### src/rtl/fir_decim_requant.sv
`default_nettype none
// +--------------------------------------------------------------------------+
// | fir_decim_requant: decimate FIR sum, shift, saturate, buffer in FIFO.     |
// | Macro FIR_DECIM_ROUND_EN enables round-half-up before the shift. Rev 1.0  |
// +--------------------------------------------------------------------------+
module fir_decim_requant #(
  parameter int IN_W       = 41,
  parameter int OUT_W      = 16,
  parameter int DECIM      = 4,
  parameter int SHIFT      = 15,
  parameter int FIFO_DEPTH = 4
) (
  input  logic             clk,
  input  logic             rst_n,
  input  logic             in_valid,
  input  logic [IN_W-1:0]  in_data,
  output logic             out_valid,
  input  logic             out_ready,
  output logic [OUT_W-1:0] out_data,
  output logic             overflow,
  output logic [7:0]       sat_cnt
);

  localparam int PH_W  = (DECIM > 1) ? $clog2(DECIM) : 1;
  localparam int PTR_W = (FIFO_DEPTH > 1) ? $clog2(FIFO_DEPTH) : 1;
  localparam int CNT_W = PTR_W + 1;

  localparam logic [PH_W-1:0]     C_PH_LAST = PH_W'(DECIM - 1);
  localparam logic [CNT_W-1:0]    C_DEPTH   = CNT_W'(FIFO_DEPTH);
  localparam logic signed [IN_W:0] C_MAX = {{(IN_W - OUT_W + 2){1'b0}}, {(OUT_W - 1){1'b1}}};
  localparam logic signed [IN_W:0] C_MIN = {{(IN_W - OUT_W + 2){1'b1}}, {(OUT_W - 1){1'b0}}};
  localparam logic signed [IN_W:0] C_HALF = {{IN_W{1'b0}}, 1'b1} << (SHIFT - 1);

  // ---------------- decimation and requantisation ----------------
  logic [PH_W-1:0]  phase_q, phase_d;
  logic             keep;
  logic signed [IN_W:0] ext, biased, shifted;
  logic             clip;
  logic [OUT_W-1:0] req;

  logic             s1_valid_q;
  logic [OUT_W-1:0] s1_data_q;
  logic [7:0]       sat_cnt_q, sat_cnt_d;

  always_comb begin
    keep    = in_valid && (phase_q == '0);
    phase_d = phase_q;
    if (in_valid) begin
      phase_d = (phase_q == C_PH_LAST) ? '0 : phase_q + PH_W'(1);
    end

    // One extra bit of headroom so the rounding offset can never wrap
    ext = {in_data[IN_W-1], in_data};
`ifdef FIR_DECIM_ROUND_EN
    biased = ext + C_HALF;
`else
    biased = ext;
`endif
    shifted = biased >>> SHIFT;

    clip = 1'b1;
    if (shifted > C_MAX) begin
      req = {1'b0, {(OUT_W - 1){1'b1}}};
    end else if (shifted < C_MIN) begin
      req = {1'b1, {(OUT_W - 1){1'b0}}};
    end else begin
      req  = shifted[OUT_W-1:0];
      clip = 1'b0;
    end

    sat_cnt_d = sat_cnt_q;
    if (keep && clip && (sat_cnt_q != 8'hFF)) begin
      sat_cnt_d = sat_cnt_q + 8'd1;
    end
  end

  always_ff @(posedge clk or negedge rst_n) begin
    if (!rst_n) begin
      phase_q    <= '0;
      s1_valid_q <= 1'b0;
      s1_data_q  <= '0;
      sat_cnt_q  <= '0;
    end else begin
      phase_q    <= phase_d;
      s1_valid_q <= keep;
      if (keep) begin
        s1_data_q <= req;
      end
      sat_cnt_q  <= sat_cnt_d;
    end
  end

  // ---------------- output FIFO ----------------
  logic [OUT_W-1:0] mem_q [FIFO_DEPTH];
  logic [PTR_W-1:0] wr_ptr_q, rd_ptr_q;
  logic [CNT_W-1:0] count_q, count_d;
  logic             overflow_q;
  logic             pop, full, wr_en, drop;

  always_comb begin
    pop   = (count_q != '0) && out_ready;
    full  = (count_q == C_DEPTH);
    // A full FIFO still accepts the push when the head leaves on the same edge
    wr_en = s1_valid_q && (!full || pop);
    drop  = s1_valid_q && full && !pop;

    count_d = count_q;
    if (wr_en && !pop) begin
      count_d = count_q + CNT_W'(1);
    end else if (!wr_en && pop) begin
      count_d = count_q - CNT_W'(1);
    end
  end

  always_ff @(posedge clk or negedge rst_n) begin
    if (!rst_n) begin
      wr_ptr_q   <= '0;
      rd_ptr_q   <= '0;
      count_q    <= '0;
      overflow_q <= 1'b0;
    end else begin
      if (wr_en) begin
        wr_ptr_q <= wr_ptr_q + PTR_W'(1);
      end
      if (pop) begin
        rd_ptr_q <= rd_ptr_q + PTR_W'(1);
      end
      count_q <= count_d;
      if (drop) begin
        overflow_q <= 1'b1;
      end
    end
  end

  always_ff @(posedge clk) begin
    if (wr_en) begin
      mem_q[wr_ptr_q] <= s1_data_q;
    end
  end

  assign out_valid = (count_q != '0);
  assign out_data  = out_valid ? mem_q[rd_ptr_q] : '0;
  assign overflow  = overflow_q;
  assign sat_cnt   = sat_cnt_q;

endmodule
`default_nettype wire

### config.mk
export PLATFORM = sky130hd
export DESIGN_NAME = fir_decim_requant
export DESIGN_NICKNAME = d
export VERILOG_FILES = /design/src/rtl/fir_decim_requant.sv
export SDC_FILE = /design/constraint.sdc
export NUM_CORES = 1
export LEC_CHECK = 0
export CORE_MARGIN = 2
export CORE_UTILIZATION = 40
export DETAILED_ROUTE_END_ITERATION = 8
export REMOVE_ABC_BUFFERS = 1
export SLEW_MARGIN = 15
export SYNTH_ARGS = -nofsm -noshare
export SYNTH_HDL_FRONTEND = slang
export SYNTH_SLANG_ARGS = --single-unit
### constraint.sdc
create_clock -name clk -period 4.65 [get_ports clk]
set_input_delay 1.395 -clock clk [delete_from_list [all_inputs] [get_ports clk]]
set_output_delay 1.395 -clock clk [all_outputs]
set_load 0.01 [all_outputs]
==> metrics.json, run 1 <==
{
  "cts_made_buffers": {"value": 9},
  "post-layout-total-power": {"value": 2.928, "unit": "mW"},
  "tightest_slew": {"value": 0.8340, "unit": "ns"},
  "min_period_over_period": {"value": 83.86, "unit": "%"},
  "setup.worst_path.end_class": {"value": "output pin"},
  "syn-instance-count": {"value": 259},
  "met3_wirelength": {"value": 274, "unit": "um"},
  "top_layer_used": {"value": "met4"},
  "die_area": {"value": 10860, "unit": "um2"},
  "fillers": {"value": 860},
  "grt_use_total": {"value": 14.62, "unit": "%"},
  "hold_buffers": {"value": 0},
  "syn_to_final_growth": {"value": 23.04, "unit": "%"},
  "critical-path-max-stage-delay": {"value": 0.62, "unit": "ns"},
  "cts_max_level": {"value": 3},
  "peakVddDrop": {"value": 0.0002819, "unit": "V"},
  "clk_path_buf_depth": {"value": 2},
  "overall_die_height": {"value": 104.2, "unit": "um"},
  "post-route-worst-setup-slack": {"value": 0.7505, "unit": "ns"},
  "timing.final.hold_violations": {"value": 0},
  "synth_area_leaders": {"value": "sky130_fd_sc_hd__edfxtp_1, sky130_fd_sc_hd__dfrtp_1, sky130_fd_sc_hd__mux4_2"},
  "timing.setup.critical_path_class": {"value": "flip-flop to output pin"},
  "clock_latency_on_the_worst_skew_pair": {"value": 0.35, "unit": "ns"},
  "avgViaCountPerCell": {"value": 4.811},
  "finish.net_count": {"value": 377},
  "post_cts.repair.setup_buffers": {"value": 0},
  "wire_length_per_cell": {"value": 15.54, "unit": "um"},
  "post_cts_resize_count": {"value": 0},
  "fin_skew": {"value": 0.01476, "unit": "ns"},
  "drtIter0Drc": {"value": 119},
  "critPathMaxFanout": {"value": 11},
  "cp.required": {"value": 3.25, "unit": "ns"},
  "initial_utilization": {"value": 41.12, "unit": "%"},
  "dp.cells": {"value": 445},
  "timing_max_transition_violations_final": {"value": 0},
  "cp.arrival": {"value": 2.50, "unit": "ns"},
  "pin_count_of_the_biggest_net_entering_global_routing": {"value": 36},
  "syn_area_per_cell": {"value": 15.52, "unit": "um2"},
  "synth.largest_area_cell": {"value": "sky130_fd_sc_hd__edfxtp_1"},
  "worstPathCellList": {"value": "buf_4 > mux4_2 > and2_1 > clkdlybuf4s50_1"},
  "std_cell_rows": {"value": 36},
  "totalNegativeSetupSlack": {"value": 0, "unit": "ns"},
  "run_status": {"value": "complete, no violations"},
  "finalSetupViolCount": {"value": 0},
  "synth.cell_area": {"value": 4019, "unit": "um2"},
  "crit_path_start_kind": {"value": "flip-flop"},
  "clock.fmax": {"value": 0.2564, "unit": "GHz"},
  "multi_input_area": {"value": 1154, "unit": "um2"},
  "cts.reportedPaths.clkPinSlew": {"value": 0.09, "unit": "ns"},
  "route.met2.wl": {"value": 3611, "unit": "um"},
  "routed-via-count": {"value": 2218},
  "grt_overflow_total": {"value": 0},
  "die_extent_in_x": {"value": 104.2, "unit": "um"},
  "cts.root.buffer_cell": {"value": "sky130_fd_sc_hd__clkbuf_8"},
  "ys_warn_count": {"value": 0},
  "maxCapViolations": {"value": 0},
  "drt_drc_violations_left": {"value": 0},
  "place.detailed.hpwl": {"value": 4717, "unit": "um"},
  "core_area": {"value": 9774, "unit": "um2"},
  "design_area": {"value": 4945, "unit": "um2"},
  "power.density_cell_area": {"value": 592.2, "unit": "nW/um2"},
  "finalNonFillerCells": {"value": 461},
  "dp_slack": {"value": 1.017, "unit": "ns"},
  "cpMaxStageDelayCell": {"value": "sky130_fd_sc_hd__dfrtp_1"},
  "drt.antenna.violating_nets": {"value": 0},
  "max_slew_margin": {"value": 44.40, "unit": "%"},
  "clock_sinks": {"value": 99},
  "drtPass1Iterations": {"value": 4},
  "grt_antenna_before_repair": {"value": 0},
  "global_route_wire_length_before_repair": {"value": 12080, "unit": "um"},
  "ys_seq_elements": {"value": 99},
  "routed_wl": {"value": 7163, "unit": "um"},
  "grt_pass1_vias": {"value": 2339},
  "place.port_buffers": {"value": 55},
  "io_pins": {"value": 71},
  "period_minus_slack": {"value": 3.899, "unit": "ns"},
  "grt_setup_unrepaired": {"value": "no"},
  "ys_types": {"value": 31},
  "power.leakage": {"value": 1.837, "unit": "nW"},
  "final_core_util": {"value": 50.59, "unit": "%"},
  "holdCritStartpoint": {"value": "overflow"},
  "worstSetupStartpoint": {"value": "rd_ptr_q[0]"},
  "finalWeightedCongestion": {"value": 0.6829},
  "synth_sequential_area_ratio": {"value": 69.61, "unit": "%"},
  "synthDominantCellAreaShare": {"value": 47.82, "unit": "%"},
  "layout_common_cells": {"value": "sky130_fd_sc_hd__edfxtp_1, sky130_fd_sc_hd__clkdlybuf4s50_1, sky130_fd_sc_hd__dfrtp_1"},
  "crit-reg2reg-launch": {"value": "count_q[0]"},
  "hold_slack": {"value": 0.4680, "unit": "ns"},
  "met1_length": {"value": 3182, "unit": "um"},
  "storage_element_area": {"value": 2798, "unit": "um2"},
  "standard_cell_area_after_detailed_placement": {"value": 4750, "unit": "um2"},
  "layout_commonest_cell": {"value": "sky130_fd_sc_hd__edfxtp_1"},
  "num_antenna_cells": {"value": 0},
  "cts_tree": {"value": "done"},
  "path_category_of_the_worst_min_delay_check": {"value": "flip-flop to flip-flop"},
  "drive_above_1_share": {"value": 13.41, "unit": "%"}
}
-- report_power, final --
| part | total (mW) | internal, mW | switching (mW) |
|---|---|---|---|
| Combinational | 0.966 | 0.568 | 0.398 |
| Clock | 0.525 | 0.221 | 0.304 |
| Sequential | 1.44 | 1.23 | 0.204 |
-- path summary, 6_finish.rpt --
kind / end / slack, ns / cells past startpoint
max: out_data[5] / 0.75 / 4
min: overflow / 0.47 / 1
max reg2reg: count_q[2] / 2.21 / 8
min reg2reg: overflow / 0.47 / 1
max in group asynchronous: s1_data_q[8] / 2.99 / 1
min in group asynchronous: rd_ptr_q[1] / 1.14 / 1
-- cell families after synthesis --
family / share of synthesized area, %
adder cells (fa/ha/maj): 2.989
XOR/XNOR: 2.833
multiplexers: 9.527
buffers and inverters: 1.681
AND/OR/NAND/NOR: 10.12
AO/OA/AOI/OAI: 3.238
flip-flops: 69.61
-- registers in the layout (all words and copies together) (netlist names) --
| register | count |
|---|---|
| phase_q | 2 |
| wr_ptr_q | 2 |
| count_q | 3 |
| s1_data_q | 16 |
| rd_ptr_q | 2 |
| mem_q | 64 |
| overflow | 1 |
| sat_cnt | 8 |
| s1_valid_q | 1 |
-- final cells by class --
| cell class | count | area share [%] |
|---|---|---|
| Clock buffer | 10 | 2.783 |
| Clock inverter | 6 | 1.164 |
| Inverter | 7 | 0.5314 |
| Multi-Input combinational cell | 143 | 23.33 |
| Sequential cell | 99 | 56.58 |
| Tap cell | 133 | 3.365 |
| Timing Repair Buffer | 63 | 12.25 |
-- Yosys cell counts --
library cell / n
sky130_fd_sc_hd__and2_1: 20
sky130_fd_sc_hd__a21o_1: 1
sky130_fd_sc_hd__nor4b_1: 1
sky130_fd_sc_hd__or4_1: 2
sky130_fd_sc_hd__inv_1: 7
sky130_fd_sc_hd__a41o_1: 1
sky130_fd_sc_hd__nand2_1: 23
sky130_fd_sc_hd__nand3_1: 3
sky130_fd_sc_hd__a211oi_2: 1
sky130_fd_sc_hd__nor2_1: 18
sky130_fd_sc_hd__clkbuf_1: 7
sky130_fd_sc_hd__mux2_2: 1
sky130_fd_sc_hd__ha_1: 8
sky130_fd_sc_hd__mux2_1: 1
sky130_fd_sc_hd__xor2_1: 3
sky130_fd_sc_hd__o21ai_1: 17
sky130_fd_sc_hd__nand4_1: 5
sky130_fd_sc_hd__edfxtp_1: 64
sky130_fd_sc_hd__o21ai_0: 3
sky130_fd_sc_hd__mux4_2: 16
sky130_fd_sc_hd__fa_1: 1
sky130_fd_sc_hd__dfrtp_1: 35
sky130_fd_sc_hd__nor3_1: 1
sky130_fd_sc_hd__buf_2: 3
sky130_fd_sc_hd__xnor2_1: 10
sky130_fd_sc_hd__and4_1: 1
sky130_fd_sc_hd__nor4_1: 1
sky130_fd_sc_hd__and3_1: 2
sky130_fd_sc_hd__nor4_2: 1
sky130_fd_sc_hd__nor2b_1: 1
sky130_fd_sc_hd__or3_1: 1
-- critical path: cells and delay by family, from the launching register on --
family	cells	cell delay, ns
AND/OR/NAND/NOR	1	0.18
multiplexers	1	0.54
flip-flops	1	0.62
buffers and inverters	2	0.81
-- layer usage --
metal  track usage, %  vias to the layer above
met5                0                        -
met4            5.212                        0
met3            2.632                        8
met2            24.48                       52
met1            19.24                     1086
li1                 -                     1072
No activity file was read; power rests on OpenSTA's default activity.
==> run 2: changes to the inputs <==
- PLACE_DENSITY: default -> 0.66
- clock period: 4.65 -> 3.5 ns (I/O delays scaled with it)
==> metrics.json, run 2 (synthesis gave the netlist of run 1 again) <==
{
  "run_status": {"value": "complete, no violations"},
  "wire_length_per_cell": {"value": 15.66, "unit": "um", "change": "+0.75%"},
  "standard_cell_area_after_detailed_placement": {"value": 4797, "unit": "um2", "change": "+1.0%"},
  "overall_die_height": {"value": 104.2, "unit": "um", "change": "unchanged"},
  "holdCritStartpoint": {"value": "overflow"},
  "tightest_slew": {"value": 0.8130, "unit": "ns", "change": "-0.02101 ns"},
  "drive_above_1_share": {"value": 13.60, "unit": "%", "change": "+0.18 points"},
  "fin_skew": {"value": 0.007502, "unit": "ns", "change": "-0.007256 ns"},
  "grt_setup_unrepaired": {"value": "no"},
  "maxCapViolations": {"value": 0, "change": "unchanged"},
  "num_antenna_cells": {"value": 0, "change": "unchanged"},
  "clock.fmax": {"value": 0.3095, "unit": "GHz"},
  "power.leakage": {"value": 1.851, "unit": "nW", "change": "+0.74%"},
  "io_pins": {"value": 71, "change": "unchanged"},
  "crit-reg2reg-launch": {"value": "count_q[0]"},
  "cts_tree": {"value": "done"},
  "post_cts.repair.setup_buffers": {"value": 0, "change": "unchanged"},
  "cell_internal_pwr": {"value": 2.756, "unit": "mW", "change": "+36%"},
  "worstSetupStartpoint": {"value": "count_q[0]"},
  "hold_buffers": {"value": 0, "change": "unchanged"},
  "syn_to_final_growth": {"value": 24.22, "unit": "%"},
  "dp_slack": {"value": 0.4043, "unit": "ns", "change": "-0.6130 ns"},
  "global_route_wire_length_before_repair": {"value": 11850, "unit": "um", "change": "-1.9%"},
  "totalNegativeSetupSlack": {"value": 0, "unit": "ns", "change": "unchanged"},
  "die_extent_in_x": {"value": 104.2, "unit": "um", "change": "unchanged"},
  "post_cts_resize_count": {"value": 0, "change": "unchanged"},
  "routed-via-count": {"value": 2250, "change": "+1.4%"},
  "critPathMaxFanout": {"value": 19, "change": "+8"},
  "place.detailed.hpwl": {"value": 4771, "unit": "um", "change": "+1.1%"},
  "cp.required": {"value": 2.45, "unit": "ns", "change": "-0.80 ns"},
  "drtPass1Iterations": {"value": 4, "change": "unchanged"},
  "regToRegEndpoint": {"value": "count_q[2]"},
  "avgViaCountPerCell": {"value": 4.849, "change": "+0.79%"},
  "clock_latency_on_the_worst_skew_pair": {"value": 0.35, "unit": "ns", "change": "about the same"},
  "period_minus_slack": {"value": 3.231, "unit": "ns"},
  "drt_drc_violations_left": {"value": 0, "change": "unchanged"},
  "cp.arrival": {"value": 2.18, "unit": "ns", "change": "-0.32 ns"},
  "die_area": {"value": 10860, "unit": "um2", "change": "unchanged"},
  "finalWeightedCongestion": {"value": 0.6795, "change": "-0.50%"},
  "layout_commonest_cell": {"value": "sky130_fd_sc_hd__edfxtp_1"},
  "min_period_over_period": {"value": 92.31, "unit": "%"},
  "path_category_of_the_worst_min_delay_check": {"value": "flip-flop to flip-flop"},
  "min_delay_worst_endpoint": {"value": "overflow"},
  "max_slew_margin": {"value": 45.80, "unit": "%", "change": "+1.4 points"},
  "grt_use_total": {"value": 14.24, "unit": "%", "change": "-0.38 points"},
  "post-route-worst-setup-slack": {"value": 0.2690, "unit": "ns", "change": "-0.4815 ns"},
  "std_cell_rows": {"value": 36, "change": "unchanged"},
  "cts.root.buffer_cell": {"value": "sky130_fd_sc_hd__clkbuf_8"},
  "cts_max_level": {"value": 3, "change": "unchanged"},
  "power.density_cell_area": {"value": 792.6, "unit": "nW/um2", "change": "+34%"},
  "worstRegToRegCells": {"value": 8, "change": "unchanged"},
  "routed_wl": {"value": 7264, "unit": "um", "change": "+1.4%"},
  "drtIter0Drc": {"value": 74, "change": "-38%"},
  "layout_common_cells": {"value": "sky130_fd_sc_hd__edfxtp_1, sky130_fd_sc_hd__clkdlybuf4s50_1, sky130_fd_sc_hd__dfrtp_1"},
  "grt_pass1_vias": {"value": 2296, "change": "-1.8%"},
  "cts.reportedPaths.clkPinSlew": {"value": 0.09, "unit": "ns", "change": "about the same"},
  "switching_share": {"value": 30.36, "unit": "%", "change": "-0.59 points"},
  "setup.worst_path.end_class": {"value": "output pin"},
  "hold_depth": {"value": 1, "change": "unchanged"},
  "max_reg_flops": {"value": 64, "change": "unchanged"},
  "place.port_buffers": {"value": 55, "change": "unchanged"},
  "grt_overflow_total": {"value": 0, "change": "unchanged"},
  "timing.setup.critical_path_class": {"value": "flip-flop to output pin"},
  "switchingPower": {"value": 1.201, "unit": "mW", "change": "+33%"},
  "drt.antenna.violating_nets": {"value": 0, "change": "unchanged"},
  "cts_made_buffers": {"value": 9, "change": "unchanged"},
  "fillers": {"value": 852, "change": "-0.93%"},
  "pin_count_of_the_biggest_net_entering_global_routing": {"value": 36, "change": "unchanged"},
  "clk_path_buf_depth": {"value": 2, "change": "unchanged"},
  "initial_utilization": {"value": 41.12, "unit": "%", "change": "unchanged"},
  "power.share.clock": {"value": 18.0, "unit": "%", "change": "about the same"},
  "peakVddDrop": {"value": 0.0002624, "unit": "V", "change": "-6.9%"},
  "design_area": {"value": 4992, "unit": "um2", "change": "+0.96%"},
  "timing_max_transition_violations_final": {"value": 0, "change": "unchanged"},
  "regToRegSetupSlack": {"value": 1.07, "unit": "ns", "change": "-1.14 ns"},
  "seq_power_share": {"value": 46.9, "unit": "%", "change": "-2.2 points"},
  "core_area": {"value": 9774, "unit": "um2", "change": "unchanged"},
  "final_core_util": {"value": 51.08, "unit": "%", "change": "+0.49 points"},
  "timing.final.hold_violations": {"value": 0, "change": "unchanged"},
  "power_frac_comb": {"value": 35.1, "unit": "%", "change": "+2.1 points"},
  "clock_sinks": {"value": 99, "change": "unchanged"},
  "finalSetupViolCount": {"value": 0, "change": "unchanged"},
  "largest_register": {"value": "mem_q"},
  "crit_path_start_kind": {"value": "flip-flop"},
  "grt_antenna_before_repair": {"value": 0, "change": "unchanged"},
  "finish.net_count": {"value": 380, "change": "+0.80%"}
}
[run 2: changes by cell type in the layout (fill, tap and decap cells not counted)]
| cell | change |
|---|---|
| sky130_fd_sc_hd__buf_12 | +2 |
| sky130_fd_sc_hd__buf_4 | +1 |
| sky130_fd_sc_hd__bufinv_16 | +1 |
| sky130_fd_sc_hd__clkbuf_1 | +2 |
| sky130_fd_sc_hd__clkbuf_8 | -1 |
| sky130_fd_sc_hd__clkinv_4 | -1 |
| sky130_fd_sc_hd__clkinvlp_4 | +1 |
| sky130_fd_sc_hd__inv_8 | -2 |
[run 2: routing by layer]
layer / wire length, um / vias to the layer above / share of wire, % / GRT usage [%]
met5: 0 / - / 0 / 0
met4: 98 / 0 / 1.3 / 5.502
met3: 340 / 9 / 4.7 / 2.757
met2: 3490 / 67 / 48 / 22.84
met1: 3334 / 1094 / 46 / 19.33
li1: - / 1080 / - / -
[run 2: metrics by stage]
step | std cells | hold slack [ns] | total power [mW]
2_1_floorplan | 249 | 0.4417 | 2.615
3_3_place_gp | 448 | 0.4447 | 3.246
3_5_place_dp | 448 | 0.4517 | 3.301
4_1_cts | 464 | 0.4731 | 4.014
5_1_grt | 464 | 0.4902 | 4.210
6_report | 464 | 0.4644 | 3.957
[run 2: how the worst max path moves through the flow]
stage          cells after the start            to
2_1_floorplan                      2   out_data[0]
6_report                           3  out_data[15]
5_1_grt                            3   out_data[0]
4_1_cts                            3  out_data[15]
3_5_place_dp                       7    count_q[1]
3_3_place_gp                       7    count_q[1]
[run 2: critical path: stages, from the launching register on]
cell and delay, ns:
sky130_fd_sc_hd__dfrtp_1 0.44, sky130_fd_sc_hd__or3_1 0.65, sky130_fd_sc_hd__and2_1 0.27, sky130_fd_sc_hd__clkdlybuf4s50_1 0.48
[run 2: layout make-up]
cell class	count	area, um2	area share [%]
clock inverters	5	63.81	1.278
multi-input cells	143	1154	23.11
repair buffers	66	653.1	13.08
clock buffers	11	131.4	2.632
well taps	133	166.4	3.333
flip-flops and latches	99	2798	56.04
inverters	7	26.28	0.5263
[run 2: power groups by stage]
stage               clock network [mW]  logic [mW]  registers (mW)
floorplan                            0       0.712            1.90
global placement                     0        1.39            1.86
detailed placement                   0        1.42            1.88
CTS                              0.734        1.42            1.86
global route                     0.777        1.53            1.90
finish                           0.711        1.39            1.86
==> run 3: changes to the inputs <==
- CAP_MARGIN: default -> 20
==> results of run 3 <==
Final layout, timing and power as in run 2 (identical DEF).
